## src/rtl/ffo_pos_decoder.sv

```systemverilog
// ffo_pos_decoder: rebuilds a bit mask from a stream of (valid, position) beats.
// Each accepted beat with in_v=1 sets bit in_p of an ascending-index accumulator
// (index 0 = leftmost bit). On the frame's last beat the rebuilt word is
// presented together with its population count and duplicate/error flags.
//
// Ports:
//   clk, reset            rising-edge clock, synchronous active-high reset
//   in_valid/in_ready     input beat handshake
//   in_v, in_p, in_last   beat payload: position valid, position (in_p[0] = MSB), frame end
//   out_valid/out_ready   output word handshake
//   out_b                 rebuilt vector, out_b[k] = 1 if position k was seen
//   out_cnt               number of distinct positions set in out_b
//   out_dup               a valid beat repeated an already-set position
//   out_err               a valid beat carried a position >= W (beat ignored)
module ffo_pos_decoder #(
    parameter int unsigned W  = 32,
    parameter int unsigned PW = 5
) (
    input  logic          clk,
    input  logic          reset,
    input  logic          in_valid,
    output logic          in_ready,
    input  logic          in_v,
    input  logic [0:PW-1] in_p,
    input  logic          in_last,
    output logic          out_valid,
    input  logic          out_ready,
    output logic [0:W-1]  out_b,
    output logic [0:PW]   out_cnt,
    output logic          out_dup,
    output logic          out_err
);

    localparam logic [0:0] ACCUM = 1'b0;
    localparam logic [0:0] HOLD  = 1'b1;

    logic [0:0]    state_q, state_d;
    logic [0:W-1]  acc_q, acc_d;
    logic [0:PW]   cnt_q, cnt_d;
    logic          dup_q, dup_d;
    logic          err_q, err_d;
    logic [0:W-1]  ob_d;
    logic [0:PW]   ocnt_d;
    logic          odup_d, oerr_d;

    logic          accept;
    logic          in_range;
    logic          hit;
    logic          seen;
    logic          set_new;
    logic [0:W-1]  onehot;
    logic [0:W-1]  acc_upd;
    logic [0:PW]   cnt_upd;
    logic          dup_upd;
    logic          err_upd;

    // In HOLD the input side only moves when the held word is leaving.
    assign in_ready = (state_q == ACCUM) || out_ready;
    assign accept   = in_valid && in_ready;

    // Decode the position and fold the beat into the accumulator state.
    always_comb begin
        for (int k = 0; k < int'(W); k++) begin
            onehot[k] = (in_p == PW'(k));
        end
        in_range = ({1'b0, in_p} < (PW + 1)'(W));
        hit      = in_v && in_range;
        seen     = |(acc_q & onehot);
        set_new  = hit && !seen;
        acc_upd  = set_new ? (acc_q | onehot) : acc_q;
        cnt_upd  = cnt_q + (PW + 1)'(set_new);
        dup_upd  = dup_q || (hit && seen);
        err_upd  = err_q || (in_v && !in_range);
    end

    // Next-state and next-register values. The accumulator is always cleared
    // on entry to HOLD, so a beat accepted in HOLD starts from an empty frame.
    always_comb begin
        state_d = state_q;
        acc_d   = acc_q;
        cnt_d   = cnt_q;
        dup_d   = dup_q;
        err_d   = err_q;
        ob_d    = out_b;
        ocnt_d  = out_cnt;
        odup_d  = out_dup;
        oerr_d  = out_err;

        case (state_q)
            ACCUM: begin
                if (accept) begin
                    if (in_last) begin
                        ob_d    = acc_upd;
                        ocnt_d  = cnt_upd;
                        odup_d  = dup_upd;
                        oerr_d  = err_upd;
                        acc_d   = '0;
                        cnt_d   = '0;
                        dup_d   = 1'b0;
                        err_d   = 1'b0;
                        state_d = HOLD;
                    end else begin
                        acc_d = acc_upd;
                        cnt_d = cnt_upd;
                        dup_d = dup_upd;
                        err_d = err_upd;
                    end
                end
            end
            HOLD: begin
                if (out_ready) begin
                    if (accept && in_last) begin
                        // Single-beat frame replaces the departing word.
                        ob_d    = acc_upd;
                        ocnt_d  = cnt_upd;
                        odup_d  = dup_upd;
                        oerr_d  = err_upd;
                        state_d = HOLD;
                    end else if (accept) begin
                        acc_d   = acc_upd;
                        cnt_d   = cnt_upd;
                        dup_d   = dup_upd;
                        err_d   = err_upd;
                        state_d = ACCUM;
                    end else begin
                        state_d = ACCUM;
                    end
                end
            end
            default: state_d = ACCUM;
        endcase
    end

    // State and output registers.
    always_ff @(posedge clk) begin
        if (reset) begin
            state_q   <= ACCUM;
            acc_q     <= '0;
            cnt_q     <= '0;
            dup_q     <= 1'b0;
            err_q     <= 1'b0;
            out_valid <= 1'b0;
            out_b     <= '0;
            out_cnt   <= '0;
            out_dup   <= 1'b0;
            out_err   <= 1'b0;
        end else begin
            state_q   <= state_d;
            acc_q     <= acc_d;
            cnt_q     <= cnt_d;
            dup_q     <= dup_d;
            err_q     <= err_d;
            out_valid <= (state_d == HOLD);
            out_b     <= ob_d;
            out_cnt   <= ocnt_d;
            out_dup   <= odup_d;
            out_err   <= oerr_d;
        end
    end

endmodule

```

## config.mk

```make
export PLATFORM = sky130hd
export DESIGN_NAME = ffo_pos_decoder
export DESIGN_NICKNAME = d
export VERILOG_FILES = /design/src/rtl/ffo_pos_decoder.sv
export SDC_FILE = /design/constraint.sdc
export NUM_CORES = 1
export LEC_CHECK = 0
export CAP_MARGIN = 5
export CORE_MARGIN = 2
export CORE_UTILIZATION = 48
export CTS_BUF_LIST = sky130_fd_sc_hd__clkbuf_4 sky130_fd_sc_hd__clkbuf_8
export DETAILED_ROUTE_END_ITERATION = 10
export HOLD_SLACK_MARGIN = 0.1
export PLACE_DENSITY = 0.82
export SETUP_SLACK_MARGIN = 0.15
export SLEW_MARGIN = 20
export SYNTH_ARGS = -nofsm -noshare
export SYNTH_HDL_FRONTEND = slang
export SYNTH_SLANG_ARGS = --single-unit
```

## constraint.sdc

```tcl
create_clock -name clk -period 5.52 [get_ports clk]
set_input_delay 0.552 -clock clk [delete_from_list [all_inputs] [get_ports clk]]
set_output_delay 0.552 -clock clk [all_outputs]
set_load 0.03 [all_outputs]
```

==> results_dict.tcl, run 1 <==
set metrics [dict create \
    port-buffer-count 51 \
    clock_latency_ps 360 \
    clkSinkCount 79 \
    multi_input_area_um2 1980 \
    synthFlopType "dfxtp_1" \
    ff_latch_area_um2 1580 \
    avgSynthCellArea_um2 9.15 \
    worstPathCellList "clkdlybuf4s50_1 -> nor2b_1 -> o2bb2ai_1 -> a2111oi_2 -> o2111ai_1 -> nor2_1 -> and2_1 -> ha_1 -> ha_1 -> nand3_1 -> xor2_1 -> nor2_1 -> a31oi_1 -> nor2_1" \
    maxCapViolations 0 \
    relSlewSlack_pct 28.8 \
    rsz0062_at_grt "no" \
    place_hpwl_mm 6.41 \
    overflow 0 \
    finalCriticalPeriod_ps 4070 \
    stdcell_count 550 \
    wl_per_cell_um 17.8 \
    cpMostUsedCell "nor2_1" \
    fmax_mhz 246 \
    crit_fanout 26 \
    hold_end "out_cnt[4]" \
    drive_gt1_share_pct 8.71 \
    cts_buffer_depth 2 \
    postCtsSetupRepairBufs 0 \
    num_antenna_cells 0 \
    tightestPinTransition_ps 1060 \
    seqPwrFrac_pct 48.7 \
    syn_to_final_growth_pct 20.6 \
    die_area_um2 8520 \
    drt_wl_total_mm 9.78 \
    comb_power_share_pct 9.1 \
    ir_drop_v 0.000113 \
    holdWs_ps 462 \
    synth_enable_flop_cells 0 \
    tritoncts "done" \
    ys_ff_latch 79 \
    num-fill-cells 676 \
    ys_types 55 \
    ys_warn_count 0 \
    place_congestion 0.882 \
    num_vias 3429 \
    fin_skew_ps 11.6 \
    ys_seq_area_share_pct 42.3 \
    dpl_worst_slack_ps 1140 \
    numCtsBuffers 9 \
    crit_path_max_incr_delay_ps 930 \
    cpMaxStageDelayCell "clkdlybuf4s50_1" \
    layout_commonest_cell "dfxtp_1" \
    slew_viol_final 0 \
    p_sw_uw 286 \
    grt_antenna_before_repair 0 \
    p_leak_nw 1.66 \
    p_int_uw 900 \
    p_clk_share_pct 42.3 \
    post-route-util_pct 59.0 \
    r2r_cells 13 \
    dpl_cell_area_um2 4270 \
    viasPerCell 6.23 \
    worstReg2RegStart "acc_q[18]" \
    power_density_nw_per_um2 263 \
    grt_first_pass_wirelength_mm 16.2 \
    rows 32 \
    syn-num-nets 422 \
    min_delay_path_depth 2 \
    switching_share_pct 24.1 \
    hp-start "out_cnt[4]" \
    drc_errors 0 \
    io_pins 53 \
    synthCells 409 \
    setup_tns_ps 0 \
    hold_path_class "reg -> reg" \
    fin_crit_sh_pct 73.8 \
    layout_common_cells "dfxtp_1 (79), clkdlybuf4s50_1 (50), nand2_1 (38)" \
    hold_buffers 0 \
    crit_arrival_ps 4300 \
    layout_setup_ws_ps 1450 \
    status "finished, final reports clean" \
    coreArea_um2 7650 \
    cts_root_buf "clkbuf_8" \
    p_total_mw 1.19 \
    track_usage_pct 23.7 \
    synthArstFlopShare_pct 0 \
    fin_area_um2 4510 \
    critical_path.top_delay_family "simple AND/OR/NAND/NOR gates" \
    grt_max_degree 54 \
    start_util_pct 48.9 \
    nets 456 \
    cp-start-kind "input port" \
    dpl.cell_count 534 \
    grt_pass1_vias 3274 \
    ff2ff_setup_slack_ps 2530 \
    netlist_area_um2 3740 \
    cts.htree.levels 3 \
    dr.pass1.iters 7 \
    path_buf_inv 1 \
    dr.first_iter.drc_count 241 \
    cp-end-kind "register" \
    worstSetupPathType "in -> reg" \
    die_y_um 92.3 \
    postCtsResizedCells 0 \
    setup_violations 0 \
    hold_violations 0 \
    r2r-end "cnt_q[1]" \
    clkTransAtPathRegs_ps 80 \
    die_w_um 92.3 \
    cp.required_ps 5750 \
    postRouteAntennaNets 0 \
]
-- worst max path at each step --
stage | end | cells after the start | slack, ps | start
global placement | cnt_q[1] | 14 | 1300 | in_p[4]
global route | cnt_q[1] | 14 | 1100 | in_p[4]
CTS | cnt_q[1] | 14 | 1510 | in_p[4]
finish | cnt_q[1] | 14 | 1450 | in_p[4]
detailed placement | cnt_q[1] | 14 | 1140 | in_p[4]
floorplan | cnt_q[1] | 14 | 2530 | in_p[1]
-- worst min-delay path, stage by stage (launching register included) --
cell     delay (ps)
dfxtp_1         320
nand2_1          50
a21oi_1          50
-- final cells by class --
class	instances	area share (%)
inverter	8	0.665
tap	102	2.83
timing repair buffer	58	12.4
multi-input combinational	287	43.8
sequential	79	35.0
clock buffer	12	3.66
clock inverter	4	1.69
-- cell families (layout without fill, tap and decap cells) --
family | after synthesis | count (layout) | synth area share (%)
multiplexers | 33 | 33 | 8.83
adder cells (fa/ha/maj) | 2 | 2 | 0.669
other | 1 | 1 | 0.100
buffers and inverters | 43 | 82 | 5.32
XOR/XNOR | 3 | 3 | 0.702
AO/OA/AOI/OAI | 108 | 108 | 23.0
AND/OR/NAND/NOR | 140 | 140 | 19.2
flip-flops | 79 | 79 | 42.3
-- sequential cells by signal (all words and copies together) (netlist names) --
register,count
acc_q,32
cnt_q,6
dup_q,1
out_b,32
out_cnt,6
out_dup,1
state_q,1
-- power by group through the flow --
| stage | clock network, mW | registers, mW | logic, mW |
|---|---|---|---|
| global route | 0.536 | 0.578 | 0.114 |
| global placement | 0 | 0.590 | 0.104 |
| CTS | 0.508 | 0.577 | 0.105 |
| finish | 0.502 | 0.577 | 0.107 |
| floorplan | 0 | 0.597 | 0.0662 |
| detailed placement | 0 | 0.590 | 0.105 |
-- metal layers --
metal  track usage [%]  wire, um  vias to the layer above
met5                 0         0                        -
met4              9.45       263                        0
met3              5.53       717                       31
met2              36.7      4530                      173
met1              32.0      4270                     1620
li1                  -         -                     1605
-- cells in the mapped netlist (3+ instances only) --
library cell  instances  area (um^2)
o22ai_1              17          106
mux2i_1              33          330
inv_1                 7         26.3
and2_1                4         25.0
a31oi_1               7         43.8
nor2_1               25         93.8
a41o_1                4         40.0
nand2b_1              8         50.1
nand4_1               3         18.8
nand2_1              38          143
and3_1                3         18.8
dfxtp_1              79         1580
nor3b_1               3         22.5
buf_4                 5         37.5
a211oi_1              4         30.0
nor2b_1               5         31.3
a21oi_1              17         85.1
nand3_1              11         55.1
nor3_1               22          110
a22o_1               19          166
nand4b_1              5         43.8
clkbuf_1             17         63.8
o21ai_0               5         25.0
buf_2                 9         45.0
o22ai_2              10          125
buf_1                 3         11.3
a32o_1               10          100
(Power assumes the default switching activity.)
==> run 2: changes to the inputs <==
PLACE_DENSITY = 0.84   (was 0.82)
clock period = 3.43 ns   (was 5.52 ns; I/O delays follow)
==> run 2 against run 1 <==
Global-route usage grew 0.18 points. First-iteration DRC count increased by 75%. Flip-flop and latch count unchanged. Die area is the same. Clock-buffer cell count shrank 3. Worst hold slack better by 7.1 ps. Via count rose by 3.4%. Final cell count is 4.0% higher. Final area up 4.1%. Highest routed layer unchanged.
==> results_dict.tcl, run 2 (synthesis gave the netlist of run 1 again) <==
set metrics [dict create \
    cts_root_buf "clkbuf_8" \
    tritoncts "done" \
    cpMostUsedCell "buf_4" \
    cts.htree.levels 3 \
    track_usage_pct 23.9 \
    hold_path_class "reg -> reg" \
    postRouteAntennaNets 0 \
    grt_antenna_before_repair 0 \
    io_pins 53 \
    clkSinkCount 79 \
    tightestPinTransition_ps 1080 \
    place_hpwl_mm 6.92 \
    cp-start-kind "input port" \
    p_leak_nw 1.77 \
    layout_commonest_cell "dfxtp_1" \
    slew_viol_final 0 \
    start_util_pct 48.9 \
    worstSetupPathType "in -> reg" \
    num_antenna_cells 0 \
    port-buffer-count 51 \
    rows 32 \
    fin_crit_sh_pct 90.3 \
    cp-end-kind "register" \
    cpMaxStageDelayCell "nor3_1" \
    wl_per_cell_um 17.7 \
    dr.first_iter.drc_count 421 \
    worstPathCellList "clkdlybuf4s50_1 -> buf_4 -> nand2b_2 -> nor4_1 -> a2111oi_2 -> o2111ai_1 -> buf_4 -> nor3_1 -> buf_4 -> a32o_1" \
    status "finished, final reports clean" \
    setup_tns_ps 0 \
    crit_arrival_ps 3400 \
    cts_buffer_depth 2 \
    die_w_um 92.3 \
    power_density_nw_per_um2 405 \
    drive_gt1_share_pct 13.6 \
    path_buf_inv 4 \
    reg_top3 "acc_q x32, out_b x32" \
    coreArea_um2 7650 \
    clock_latency_ps 360 \
    cp.required_ps 3730 \
    dr.pass1.iters 6 \
    numCtsBuffers 9 \
    p_total_mw 1.90 \
    fin_skew_ps 11.3 \
    dpl.cell_count 556 \
    rsz0062_at_grt "no" \
    num_vias 3544 \
    finalCriticalPeriod_ps 3100 \
    die_y_um 92.3 \
    layout_common_cells "dfxtp_1 (79), clkdlybuf4s50_1 (49), nand2_1 (38)" \
    crit_fanout 17 \
    relSlewSlack_pct 27.9 \
    crit_path_max_incr_delay_ps 780 \
    drc_errors 0 \
    layout_setup_ws_ps 334 \
    drt_wl_total_mm 10.1 \
    hold_violations 0 \
    ir_drop_v 0.000218 \
    hold_buffers 0 \
    grt_first_pass_wirelength_mm 16.3 \
    setup_violations 0 \
    die_area_um2 8520 \
    fmax_mhz 323 \
    stdcell_count 572 \
    syn_to_final_growth_pct 25.5 \
    clkTransAtPathRegs_ps 90 \
    viasPerCell 6.20 \
    nets 478 \
    overflow 0 \
    critical_path.top_delay_family "buffers and inverters" \
    grt_max_degree 54 \
    grt_pass1_vias 3298 \
    maxCapViolations 0 \
    dpl_worst_slack_ps 46.7 \
    place_congestion 1.04 \
]
==> run 2: per-layer routing <==
layer | wire [um] | GRT usage, % | vias to the layer above
met2 | 4850 | 38.7 | 202
met4 | 234 | 9.45 | 0
met5 | 0 | 0 | -
met3 | 819 | 3.66 | 25
met1 | 4230 | 32.0 | 1681
li1 | - | - | 1636
==> run 2: tightest hold or removal path, stage by stage, from the launching register on <==
cell and delay [ps]:
dfxtp_1 320, nand2_1 50, a21oi_1 60
==> run 2: final timing paths <==
kind	startpoint	to	slack [ps]	cells after the start
hold reg to reg	out_cnt[5]	out_cnt[5]	470	2
setup / recovery	in_p[1]	acc_q[21]	330	10
hold / removal	out_cnt[5]	out_cnt[5]	470	2
setup reg to reg	acc_q[21]	acc_q[21]	690	8
==> run 2: cell type report <==
cell class / count / area, um^2
Clock inverter: 7 / 103
Sequential cell: 79 / 1580
Inverter: 8 / 30.0
Multi-Input combinational cell: 287 / 1990
Fill cell: 615 / 2950
Timing Repair Buffer: 80 / 742
Tap cell: 102 / 128
Clock buffer: 9 / 124
==> run 2: repair_timing <==
item,4_1_cts,5_1_grt
setup endpoints to repair,0,5
endpoints found under the hold margin,0,0
setup buffers,0,0
resized for setup,0,6
==> run 2: power by group <==
group	total (mW)	internal, mW	leakage, nW	switching, mW
logic	0.190	0.0670	1.03	0.123
clock network	0.782	0.418	0.111	0.363
registers	0.929	0.924	0.637	0.00489
==> run 2: metrics by stage <==
step           instance area, um^2  hold WS [ps]  util (%)
3_5_place_dp                  4450           454      58.1
6_report                      4700           469      61.4
2_1_floorplan                 3740           425         -
5_1_grt                       4700           491      61.4
4_1_cts                       4670           466      61.1
3_3_place_gp                  4450           436      58.1
==> run 3: changes to the inputs <==
CTS_CLUSTER_SIZE = 40   (was unset)
SKIP_CTS_REPAIR_TIMING = 1   (was unset)
==> results of run 3 <==
The final DEF is identical to that of run 2; final timing and power are the same.
